## config.mk

```make
export PLATFORM = sky130hd
export DESIGN_NAME = wb_byte_bridge
export DESIGN_NICKNAME = d
export VERILOG_FILES = /design/src/rtl/wb_bridge_pkg.sv /design/src/rtl/wb_byte_lane_sel.sv /design/src/rtl/wb_byte_bridge.sv
export SDC_FILE = /design/constraint.sdc
export NUM_CORES = 1
export LEC_CHECK = 0
export BUFFER_PORTS_ARGS = -buffer_cell sky130_fd_sc_hd__buf_4
export CORE_ASPECT_RATIO = 1.2
export CORE_UTILIZATION = 50
export DETAILED_ROUTE_END_ITERATION = 8
export HOLD_SLACK_MARGIN = 0.15
export PLACE_DENSITY_LB_ADDON = 0.15
export SLEW_MARGIN = 0
export SYNTH_ARGS = -nofsm -noshare
export SYNTH_HDL_FRONTEND = slang
export SYNTH_HIERARCHICAL = 1
export SYNTH_SLANG_ARGS = --single-unit
```

## constraint.sdc

```tcl
create_clock -name wb_clk -period 6.2 [get_ports wb_clk]
set_input_delay 0.62 -clock wb_clk [delete_from_list [all_inputs] [get_ports wb_clk]]
set_output_delay 0.62 -clock wb_clk [all_outputs]
set_load 0.02 [all_outputs]
```

## src/rtl/wb_bridge_pkg.sv

```systemverilog
// Shared definitions for the 32-bit to 8-bit Wishbone byte bridge: FSM encoding,
// lane-to-offset mapping and helpers for moving bytes between word and byte bus.
package wb_bridge_pkg;

    typedef enum logic [1:0] {
        ST_IDLE = 2'd0,
        ST_BYTE = 2'd1,
        ST_RESP = 2'd2
    } state_t;

    // Big-endian: the most significant select bit maps to the lowest byte address.
    localparam logic [1:0] LANE3_OFFSET = 2'd0;
    localparam logic [1:0] LANE2_OFFSET = 2'd1;
    localparam logic [1:0] LANE1_OFFSET = 2'd2;
    localparam logic [1:0] LANE0_OFFSET = 2'd3;

    localparam int TIMEOUT_WIDTH_DEFAULT = 8;

    // Reorders a Wishbone select vector so that bit N means "byte offset N is wanted".
    function automatic logic [3:0] sel_to_offset_mask(input logic [3:0] sel);
        logic [3:0] m;
        m = 4'h0;
        m[LANE3_OFFSET] = sel[3];
        m[LANE2_OFFSET] = sel[2];
        m[LANE1_OFFSET] = sel[1];
        m[LANE0_OFFSET] = sel[0];
        return m;
    endfunction

    function automatic logic [7:0] lane_byte(input logic [31:0] word, input logic [1:0] offset);
        logic [7:0] b;
        case (offset)
            2'd0:    b = word[31:24];
            2'd1:    b = word[23:16];
            2'd2:    b = word[15:8];
            default: b = word[7:0];
        endcase
        return b;
    endfunction

    function automatic logic [31:0] put_lane(input logic [31:0] word, input logic [1:0] offset,
                                             input logic [7:0] b);
        logic [31:0] w;
        w = word;
        case (offset)
            2'd0:    w[31:24] = b;
            2'd1:    w[23:16] = b;
            2'd2:    w[15:8]  = b;
            default: w[7:0]   = b;
        endcase
        return w;
    endfunction

endpackage

```

## src/rtl/wb_byte_lane_sel.sv

```systemverilog
// Picks the lowest pending byte offset from a lane mask, returns the mask with
// that lane removed, and flags whether it is the final lane.
module wb_byte_lane_sel (
    input  logic [3:0] lane_mask,
    output logic [1:0] next_offset,
    output logic [3:0] next_mask,
    output logic       last_lane
);

    always_comb begin
        next_offset = 2'd0;
        if (lane_mask[0]) begin
            next_offset = 2'd0;
        end else if (lane_mask[1]) begin
            next_offset = 2'd1;
        end else if (lane_mask[2]) begin
            next_offset = 2'd2;
        end else if (lane_mask[3]) begin
            next_offset = 2'd3;
        end
        next_mask              = lane_mask;
        next_mask[next_offset] = 1'b0;
        last_lane              = (next_mask == 4'h0);
    end

endmodule

```

## src/rtl/wb_byte_bridge.sv

```systemverilog
// Splits one 32-bit Wishbone access into byte accesses on an 8-bit bus.
// Define WB_BYTE_BRIDGE_TIMEOUT_EN to build a watchdog that errors stalled byte accesses.
module wb_byte_bridge
    import wb_bridge_pkg::*;
#(
    parameter int wb_adr_width  = 32,
    parameter int timeout_width = TIMEOUT_WIDTH_DEFAULT
) (
    input  logic                    wb_clk,
    input  logic                    wb_rst_n,
    input  logic [wb_adr_width-1:0] wbs_adr_i,
    input  logic [31:0]             wbs_dat_i,
    input  logic [3:0]              wbs_sel_i,
    input  logic                    wbs_we_i,
    input  logic                    wbs_cyc_i,
    input  logic                    wbs_stb_i,
    output logic [31:0]             wbs_dat_o,
    output logic                    wbs_ack_o,
    output logic                    wbs_err_o,
    output logic                    wbs_rty_o,
    output logic [wb_adr_width-1:0] wbm_adr_o,
    output logic [7:0]              wbm_dat_o,
    output logic                    wbm_we_o,
    output logic                    wbm_cyc_o,
    output logic                    wbm_stb_o,
    input  logic [7:0]              wbm_dat_i,
    input  logic                    wbm_ack_i,
    input  logic                    wbm_err_i,
    input  logic                    wbm_rty_i,
    output state_t                  dbg_state
);

    // Handshake: upstream request is cyc&stb held until ack/err; downstream
    // each cycle with stb high and ack/err/rty high completes one byte.
    state_t                  state;
    logic [wb_adr_width-3:0] adr_q;
    logic [31:0]             dat_q;
    logic [31:0]             rbuf;
    logic [3:0]              rem_mask;
    logic                    on_last;
    logic                    ack_q;
    logic                    err_q;
    logic                    req;
    logic                    wdog_expired;

    logic [3:0] enc_mask;
    logic [1:0] enc_offset;
    logic [3:0] enc_next_mask;
    logic       enc_last;

    assign req      = wbs_cyc_i & wbs_stb_i;
    assign enc_mask = (state == ST_IDLE) ? sel_to_offset_mask(wbs_sel_i) : rem_mask;

    wb_byte_lane_sel u_lane_sel (
        .lane_mask   (enc_mask),
        .next_offset (enc_offset),
        .next_mask   (enc_next_mask),
        .last_lane   (enc_last)
    );

`ifdef WB_BYTE_BRIDGE_TIMEOUT_EN
    logic [timeout_width-1:0] wdog_cnt;

    // Restarts for every byte strobe: any ack moves on to a fresh lane.
    always_ff @(posedge wb_clk or negedge wb_rst_n) begin
        if (!wb_rst_n) begin
            wdog_cnt <= '0;
        end else if (state != ST_BYTE || wbm_ack_i) begin
            wdog_cnt <= '0;
        end else begin
            wdog_cnt <= wdog_cnt + 1'b1;
        end
    end

    assign wdog_expired = &wdog_cnt;
`else
    logic [timeout_width-1:0] unused_timeout_width;
    assign unused_timeout_width = '0;
    assign wdog_expired         = 1'b0;
`endif

    logic [1:0] unused_adr_bits;
    assign unused_adr_bits = wbs_adr_i[1:0];

    always_ff @(posedge wb_clk or negedge wb_rst_n) begin
        if (!wb_rst_n) begin
            state     <= ST_IDLE;
            adr_q     <= '0;
            dat_q     <= '0;
            rbuf      <= '0;
            rem_mask  <= '0;
            on_last   <= 1'b0;
            ack_q     <= 1'b0;
            err_q     <= 1'b0;
            wbm_adr_o <= '0;
            wbm_dat_o <= '0;
            wbm_we_o  <= 1'b0;
            wbm_cyc_o <= 1'b0;
            wbm_stb_o <= 1'b0;
        end else begin
            case (state)
                ST_IDLE: begin
                    ack_q <= 1'b0;
                    err_q <= 1'b0;
                    if (req) begin
                        adr_q <= wbs_adr_i[wb_adr_width-1:2];
                        dat_q <= wbs_dat_i;
                        rbuf  <= '0;
                        if (wbs_sel_i != 4'h0) begin
                            state     <= ST_BYTE;
                            wbm_cyc_o <= 1'b1;
                            wbm_stb_o <= 1'b1;
                            wbm_we_o  <= wbs_we_i;
                            wbm_adr_o <= {wbs_adr_i[wb_adr_width-1:2], enc_offset};
                            wbm_dat_o <= lane_byte(wbs_dat_i, enc_offset);
                            rem_mask  <= enc_next_mask;
                            on_last   <= enc_last;
                        end else begin
                            state <= ST_RESP;
                            ack_q <= 1'b1;
                        end
                    end
                end

                ST_BYTE: begin
                    if (!wbs_cyc_i) begin
                        // Master abandoned the cycle: quietly drop the byte bus.
                        state     <= ST_IDLE;
                        wbm_cyc_o <= 1'b0;
                        wbm_stb_o <= 1'b0;
                        wbm_we_o  <= 1'b0;
                    end else if (wbm_err_i || wbm_rty_i || (wdog_expired && !wbm_ack_i)) begin
                        state     <= ST_RESP;
                        err_q     <= 1'b1;
                        wbm_cyc_o <= 1'b0;
                        wbm_stb_o <= 1'b0;
                        wbm_we_o  <= 1'b0;
                    end else if (wbm_ack_i) begin
                        if (!wbm_we_o) begin
                            rbuf <= put_lane(rbuf, wbm_adr_o[1:0], wbm_dat_i);
                        end
                        if (on_last) begin
                            state     <= ST_RESP;
                            ack_q     <= 1'b1;
                            wbm_cyc_o <= 1'b0;
                            wbm_stb_o <= 1'b0;
                            wbm_we_o  <= 1'b0;
                        end else begin
                            wbm_adr_o <= {adr_q, enc_offset};
                            wbm_dat_o <= lane_byte(dat_q, enc_offset);
                            rem_mask  <= enc_next_mask;
                            on_last   <= enc_last;
                        end
                    end
                end

                ST_RESP: begin
                    ack_q <= 1'b0;
                    err_q <= 1'b0;
                    state <= ST_IDLE;
                end

                default: begin
                    state <= ST_IDLE;
                end
            endcase
        end
    end

    // Responses are masked by the live request so they never appear outside a cycle.
    assign wbs_ack_o = ack_q & req;
    assign wbs_err_o = err_q & req;
    assign wbs_dat_o = wbs_ack_o ? rbuf : 32'h0;
    assign wbs_rty_o = 1'b0;
    assign dbg_state = state;

endmodule

```

Word-level counts from Yosys, hierarchy flattened
Index checks and enable logic that the tools add are counted.

word-level totals
  register bits after elaboration = 145
  input bits = 84
  bits in writable memories = 0
  memories = 0
  bits in latches = 0
  bits in read-only memories = 0

cells by class
  eq/ne operators = 21
  multipliers = 0
  reduce and logical (&&, ||, !) cells = 23
  add/subtract/negate cells = 0
  multiplexer cells = 75
  divide/modulo/power cells = 0
  magnitude comparators = 2
  shift-type cells = 0
  bitwise logic cells = 5

operators by type and width
  cell                number
  $mux 32             12
  $pmux 32 s2         2
  $mux 8              10
  $pmux 8 s3          2
  $reduce_and 7->1    5
  $mux 4              7
  $mux 1              23
  $mux 2              10
  $ne 2x2->1 const B  9
  $pmux 8 s2          1
  $reduce_and 5->1    2
  $ne 2x1->1 const B  4
  $ne 4x4->1 const B  2
  $pmux 1 s2          4
  $pmux 4 s2          1
  $eq 2x1->1 const B  3
  $eq 2x2->1 const B  3
  $logic_not 2->1     3
  $reduce_and 3->1    2
  $reduce_and 6->1    1
  $and 4x4->4         1
  $logic_not 4->1     1
  $not 4->4           1
  $pmux 2 s2          1
  other kinds (13)    16

Depth between registers and ports, before layout
Gate-level depths: netlist of the first run.

  depth after elaboration = 18
  mapped depth = 11
  depth with buffers taken out = 8

By module
Netlist of the first run, hierarchy kept.

by module, submodules not included
  module            area an instance (um^2)  cells an instance  times used
  wb_byte_bridge    7086.8                   477                1
  wb_byte_lane_sel  86.3                     12                 1

Least setup slack after synthesis of the first run
No wires, ideal clock.

  kind = register to register
  from = register state[0] (netlist: dbg_state[0])
  to = register wbm_dat_o[0]
  path slack = 2.837 ns
  cell stages (with the launch flop) = 12
  library setup time = 0.125 ns
  buffers on the path = 3
  arrival time = 3.237 ns
  data required time = 6.075 ns
  clock period less this slack = 3.363 ns
  path through = dfrtp_1 inv_1 ha_1 clkbuf_1 mux2_2 nand2b_1 a21oi_1 buf_2 buf_2 mux4_2 mux2_2 mux2_4

between the ends
  elaborated cells between the ends (all ways) = 27
  those cells by class = 9 x eq/ne; 14 x mux; 4 x reduce/logical

RTL lines
  what                                line                    source
  from (decl)                         wb_byte_bridge.sv:35    state_t state;
  from (signal assigned)              wb_byte_bridge.sv:87    state <= ST_IDLE;
  from (signal assigned)              wb_byte_bridge.sv:110   state <= ST_BYTE;
  from (signal assigned)              wb_byte_bridge.sv:119   state <= ST_RESP;
  $logic_not 2->1 *                   wb_byte_bridge.sv:52    assign enc_mask = (state == ST_IDLE) ? sel_to_offset_mask(wbs_sel_i) : rem_mask;
  $mux 4 *                            wb_byte_bridge.sv:52
  net enc_mask[2]                     wb_byte_bridge.sv:46    logic [3:0] enc_mask;
  $mux 2 *                            wb_byte_lane_sel.sv:16  end else if (lane_mask[2]) begin
  $mux 2 *                            wb_byte_lane_sel.sv:14  end else if (lane_mask[1]) begin
  $mux 2 *                            wb_byte_lane_sel.sv:12  if (lane_mask[0]) begin
  net enc_offset[0]                   wb_byte_bridge.sv:47    logic [1:0] enc_offset;
  $eq 2x2->1 (tied with other cells)  wb_bridge_pkg.sv:32     case (offset)
  $pmux 8 s3                          wb_bridge_pkg.sv:32
  $mux 8                              wb_byte_bridge.sv:142   if (on_last) begin
  $mux 8                              wb_byte_bridge.sv:138   end else if (wbm_ack_i) begin
  $mux 8                              wb_byte_bridge.sv:132   end else if (wbm_err_i || wbm_rty_i || (wdog_expired && !wbm_ack_i)) begin
  $mux 8                              wb_byte_bridge.sv:126   if (!wbs_cyc_i) begin
  $pmux 8 s2 *                        wb_byte_bridge.sv:101   case (state)
  to (signal assigned)                wb_byte_bridge.sv:115   wbm_dat_o <= lane_byte(wbs_dat_i, enc_offset);
  to (signal assigned)                wb_byte_bridge.sv:150   wbm_dat_o <= lane_byte(dat_q, enc_offset);
  to (decl)                           wb_byte_bridge.sv:22    output logic [7:0] wbm_dat_o,

Mark *: on every way through the listed nets, which the timed path passes. The rest lies on a longest branch. The select of a mux whose other input is x is not followed.
A chain may end at the register's enable or synchronous reset.

Final worst setup path of the first run
  from = register state[0] (netlist: dbg_state[0])
  to = register wbm_dat_o[1]

Same word-level chain as after synthesis.

==> results of run 1 <==
==> sequential cells by signal (all words and copies together), names as in the netlist <==
register	cells
dat_q	32
rbuf	32
wbm_adr_o	32
adr_q	30
wbm_dat_o	8
rem_mask	4
dbg_state	2
ack_q	1
err_q	1
on_last	1
wbm_stb_o	1
wbm_we_o	1
==> layout make-up <==
class | count | area, sq um | area share
repair buffers | 163 | 1230 | 0.136
well taps | 171 | 214 | 0.0237
inverters | 6 | 22.5 | 0.00250
clock buffers | 21 | 470 | 0.0521
clock inverters | 11 | 87.6 | 0.00971
multi-input cells | 306 | 3370 | 0.374
flip-flops and latches | 145 | 3630 | 0.402
==> power breakdown <==
part / switching (mW) / internal, mW / leakage [nW]
Sequential: 0.229 / 1.39 / 1.77
Clock: 0.378 / 0.578 / 0.274
Combinational: 0.944 / 1.28 / 2.23
==> routing by layer <==
layer | routed length, um | vias to the layer above | track usage
li1 | - | 2056 | -
met1 | 6170 | 2286 | 0.257
met2 | 7540 | 109 | 0.364
met3 | 696 | 12 | 0.0505
met4 | 175 | 0 | 0.0766
met5 | 0 | - | 0
==> path summary, 6_finish.rpt <==
kind / endpoint / from / cells past startpoint / slack (ns)
min in group wb_clk: adr_q[9] / wbs_adr_i[11] / 2 / 0.45
max reg2reg: wbm_dat_o[1] / dbg_state[0] / 9 / 2.94
min: dat_q[4] / wb_rst_n / 1 / 0.17
min reg2reg: rbuf[1] / rbuf[1] / 1 / 0.50
max in group asynchronous: dat_q[28] / wb_rst_n / 2 / 4.53
max: wbm_dat_o[1] / dbg_state[0] / 9 / 2.94
==> layout by cell type, fill, tap and decap left out, types with 3 or more instances in the layout <==
cell and count:
a22oi_1 4, mux2_4 40, dfrtp_1 145, clkbuf_16 17, clkbuf_8 3, mux4_2 16
inv_1 6, clkinvlp_4 3, nor2_1 6, ha_1 5, nor3b_1 3, clkinv_2 7
and2_1 40, nand2_1 5, mux2_2 145, buf_4 162
==> cell families after synthesis <==
| group | Yosys count | share of synthesized area |
|---|---|---|
| and+or+nand+nor | 73 | 0.0638 |
| muxes | 201 | 0.362 |
| buffers and inverters | 38 | 0.0274 |
| adders and majority gates | 7 | 0.0120 |
| DFF | 145 | 0.506 |
| AOI/OAI and AO/OA | 23 | 0.0283 |
| other | 2 | 0.00105 |
==> worst max-delay path: stages (launching register included) <==
cell and delay (ns):
dfrtp_1 0.44, inv_1 0.14, ha_1 0.38, mux2_2 0.43
nand2b_1 0.17, a21oi_2 0.13, buf_4 0.33, mux4_2 0.56
mux2_2 0.27, mux2_4 0.26
==> stage by stage <==
stage	hold slack (ns)	std cells	cell area (sq um)
2_1_floorplan	0.324	489	7170
3_3_place_gp	0.479	791	8460
3_5_place_dp	0.485	791	8460
4_1_cts	0.197	823	9020
5_1_grt	0.222	823	9020
6_report	0.173	823	9020
==> results.sh, run 1 <==
export IMPL_hpwl_um=9680
export IMPL_clock_latency_ns=0.41
export IMPL_synth_cell_types=46
export IMPL_synth_avg_cell_area_sq_um=14.7
export IMPL_die_h_um=133
export IMPL_cts_made_buffers=17
export IMPL_slew_headroom=0.320
export IMPL_grt_pass1_wl_um=24400
export IMPL_grt_util_all_layers=0.211
export IMPL_dr_pass1_iters=8
export IMPL_nNetsFinal=729
export IMPL_place_congestion=0.738
export IMPL_ios=164
export IMPL_cts_sinks=145
export IMPL_status="finished, violations left"
export IMPL_hold_viol=0
export IMPL_htreeDepth=4
export IMPL_cts_path_max_buffers=2
export IMPL_vias=4463
export IMPL_portBuffers=160
export IMPL_finalSetupTns_ns=0
export IMPL_vias_per_cell=5.42
export IMPL_die_area_sq_mm=0.0148
export IMPL_wirelength_um=14600
export IMPL_period_needed_ns=3.26
export IMPL_antenna_found_initial=0
export IMPL_cts_hold_buffers=0
export IMPL_setup_worst_path_start_class="flop"
export IMPL_worst_hold_path_type="input pin to asynchronous set/reset pin"
export IMPL_grt_pass1_vias=4868
export IMPL_crit_type="flop to flop"
export IMPL_cp_end_kind="flop"
export IMPL_row_count=47
export IMPL_slew_viol_final=0
export IMPL_power_mw=4.80
export IMPL_post_cts_buffers=0
export IMPL_clk_pin_slew_worst_paths_ns=0.06
export IMPL_synthTopCellsByArea="dfrtp_1 51%, mux2_2 23%, mux2_4 8.4%, mux4_2 5.0%, and2_1 3.5%"
export IMPL_initial_core_util=0.517
export IMPL_clock_fmax_mhz=307
export IMPL_yosysWarnings=6
export IMPL_synth_edf_count=0
export IMPL_postSynth_asyncResetShare=1.00
export IMPL_failed_checks="design-rule violations"
export IMPL_synthesis_area_sq_mm=0.00717
export IMPL_rsz0062_at_grt="false"
export IMPL_clock_skew_ns=0.00653
export IMPL_area_growth_syn_to_layout_pct=25.8
export IMPL_synth_cells=489
export IMPL_cp_max_fo=17
export IMPL_worstMarginPinSlew_ns=1.02
export IMPL_root_buffer="clkbuf_16"
export IMPL_cts_resized=0
export IMPL_gr_total_overflow=0
export IMPL_cap_violations=0
export IMPL_ys_ff_latch=145
export IMPL_synth_flop_cell="dfrtp_1"
export IMPL_drive_above_1_share=0.630
export IMPL_place_ws_ns=2.91
export IMPL_postRouteAntennaNets=0
export IMPL_final_core_util=0.650
export IMPL_fill_cells=1120
export IMPL_yosys_area_top_type="dfrtp_1"
export IMPL_diodes=0
export IMPL_post_route_drc_count=24
export IMPL_leakage_nw=4.27
export IMPL_grt_max_degree=81
export IMPL_post_route_period_util=0.526
export IMPL_setup_viol=0
export IMPL_seq_area_frac_synth=0.506
export IMPL_tritoncts="built"
export IMPL_worstPathArrival_ns=3.55
export IMPL_vdd_ir_drop_max_mv=0.292
export IMPL_die_x_um=111
export IMPL_yosys_area_top_type_share=0.506
export IMPL_power_density_mw_per_mm2=532
export IMPL_critPathRequiredTime_ns=6.49
export IMPL_wire_per_inst_um=17.7
export IMPL_core_area_sq_mm=0.0139
export IMPL_syn_nets=579
export IMPL_synth_common_cells="145 x dfrtp_1, 145 x mux2_2, 40 x and2_1, 40 x mux2_4, 16 x mux4_2"
export IMPL_dr_first_iter_drc_count=217
export IMPL_worst_slack_ns=2.94
Power figures use the tool's default switching activity.
==> run 2, diff against run 1 <==
--- a/config.mk
+++ b/config.mk
@@ -7,7 +7,7 @@
 export LEC_CHECK = 0
 export BUFFER_PORTS_ARGS = -buffer_cell sky130_fd_sc_hd__buf_4
 export CORE_ASPECT_RATIO = 1.2
-export CORE_UTILIZATION = 50
+export CORE_UTILIZATION = 49
 export DETAILED_ROUTE_END_ITERATION = 8
 export HOLD_SLACK_MARGIN = 0.15
 export PLACE_DENSITY_LB_ADDON = 0.15
==> constraint.sdc (replaced) <==
create_clock -name wb_clk -period 2.8 [get_ports wb_clk]
set_input_delay 0.28 -clock wb_clk [delete_from_list [all_inputs] [get_ports wb_clk]]
set_output_delay 0.28 -clock wb_clk [all_outputs]
set_load 0.02 [all_outputs]
==> run 2 against run 1 <==
The run now ends clean. Non-clock buffer count grew 80. Power grew 140%. Largest cell class unchanged. Sequential share of layout area shrank 3.8 points. Combinational power grew 140%. Core utilization grew 4.4 points. First-iteration DRC count shrank 29%. Sequential cell count is the same. Wire length grew 9.2%.
==> results.sh, run 2 (synthesis results as in run 1) <==
export IMPL_worst_hold_path_type="input pin to flop"
export IMPL_initial_core_util=0.500
export IMPL_cp_max_fo=8
export IMPL_grt_max_degree=72
export IMPL_grt_util_all_layers=0.218
export IMPL_r2r_cells=9
export IMPL_cts_made_buffers=17
export IMPL_cts_sinks=145
export IMPL_dr_pass1_iters=4
export IMPL_setup_worst_path_start_class="flop"
export IMPL_post_route_period_util=0.967
export IMPL_grt_pass1_wl_um=25600
export IMPL_power_mw=11.3
export IMPL_diodes=0
export IMPL_final_cells=907
export IMPL_power_density_mw_per_mm2=1140
export IMPL_leakage_nw=4.69
export IMPL_cp_startpoint="dbg_state[1]"
export IMPL_layout_common_cells="175 x buf_4, 143 x dfrtp_1, 141 x mux2_2"
export IMPL_wirelength_um=15900
export IMPL_wire_per_inst_um=17.5
export IMPL_hold_viol=0
export IMPL_clock_skew_ns=0.00797
export IMPL_critPathRequiredTime_ns=3.10
export IMPL_dr_first_iter_drc_count=155
export IMPL_status="finished, final reports clean"
export IMPL_place_congestion=0.776
export IMPL_period_needed_ns=2.71
export IMPL_reg2reg_slack_ns=0.09
export IMPL_rsz0062_at_grt="false"
export IMPL_core_area_sq_mm=0.0144
export IMPL_postRouteAntennaNets=0
export IMPL_die_x_um=112
export IMPL_clock_fmax_mhz=369
export IMPL_vias=4764
export IMPL_ios=164
export IMPL_hpwl_um=10500
export IMPL_clk_pin_slew_worst_paths_ns=0.06
export IMPL_top_regs="dat_q (32), rbuf (32), wbm_adr_o (32)"
export IMPL_cts_path_max_buffers=2
export IMPL_crit_path_end="wbm_dat_o[0]"
export IMPL_row_count=48
export IMPL_die_area_sq_mm=0.0151
export IMPL_worstMarginPinSlew_ns=0.833
export IMPL_tritoncts="built"
export IMPL_vdd_ir_drop_max_mv=0.718
export IMPL_gr_total_overflow=0
export IMPL_worst_slack_ns=0.0917
export IMPL_setup_viol=0
export IMPL_portBuffers=160
export IMPL_reg2reg_from="dbg_state[1]"
export IMPL_worstPathArrival_ns=3.01
export IMPL_r2r_end="wbm_dat_o[0]"
export IMPL_place_ws_ns=0.0322
export IMPL_root_buffer="clkbuf_16"
export IMPL_drive_above_1_share=0.593
export IMPL_slew_viol_final=0
export IMPL_cp_end_kind="flop"
export IMPL_dp_cells=810
export IMPL_nNetsFinal=809
export IMPL_area_growth_syn_to_layout_pct=39.0
export IMPL_htreeDepth=4
export IMPL_slew_headroom=0.445
export IMPL_cap_violations=0
export IMPL_vias_per_cell=5.25
export IMPL_crit_type="flop to flop"
export IMPL_grt_pass1_vias=5152
export IMPL_clock_latency_ns=0.42
export IMPL_antenna_found_initial=0
export IMPL_die_h_um=135
export IMPL_post_route_drc_count=0
export IMPL_layout_commonest_cell="buf_4"
-- run 2: changes by cell type in the layout (fill, tap and decap cells not counted), moves of 3 or more --
cell           change
buf_12             +3
mux2_4             +4
mux2_2             -4
clkinv_2           -5
buf_4             +13
clkbuf_8           +3
dlygate4sd3_1     +63
-- run 2: timing repair --
action                     CTS  global route
setup endpoints to repair    0             8
buffers inserted             0             1
resized for setup            0             4
hold endpoints to repair   130             0
hold buffers                63             0
-- run 2: stage by stage --
stage / TNS [ns] / util / cell area (sq um) / hold slack [ns]
after floorplan: -0.592 / - / 7230 / -0.0156
after global routing: 0 / 0.694 / 9970 / 0.251
final: 0 / 0.694 / 9970 / 0.236
after global placement: 0 / 0.602 / 8650 / 0.337
after detailed placement: 0 / 0.602 / 8650 / 0.343
after CTS: 0 / 0.691 / 9910 / 0.219
-- run 2: cell type report --
cell class	instances	area [sq um]
Fill cell	1021	4390
Sequential cell	145	3630
Multi-Input combinational cell	306	3410
Timing Repair Buffer	243	2040
Clock buffer	24	512
Tap cell	175	219
Clock inverter	8	124
Inverter	6	27.5
-- run 2: critical path, stage by stage, from the launching register on --
cell	delay, ns
dfrtp_2	0.42
inv_4	0.08
ha_4	0.15
mux2_4	0.30
nand2b_4	0.15
a21oi_4	0.23
clkbuf_16	0.22
mux4_2	0.50
mux2_4	0.28
mux2_4	0.26
-- run 2: where the power goes --
part	switching (mW)	total, mW	internal [mW]
clock network	0.850	2.39	1.54
logic	2.23	5.31	3.08
registers	0.533	3.62	3.09
-- run 2: layer usage --
layer  wire length (um)  share of wire  GRT usage  vias to the layer above
li1                   -              -          -                     2213
met1               6710           0.42      0.264                     2405
met2               8270           0.52      0.378                      130
met3                764          0.048     0.0615                       16
met4                159          0.010     0.0681                        0
met5                  0              0          0                        -
-- run 2: worst min path at each step --
stage / start / end / cells past startpoint
2_1_floorplan: wb_rst_n / ack_q / 0
3_3_place_gp: wb_rst_n / dat_q[4] / 1
3_5_place_dp: wb_rst_n / dat_q[4] / 1
4_1_cts: wbs_we_i / wbm_we_o / 3
5_1_grt: wbs_we_i / wbm_we_o / 3
6_report: wbs_we_i / wbm_we_o / 3
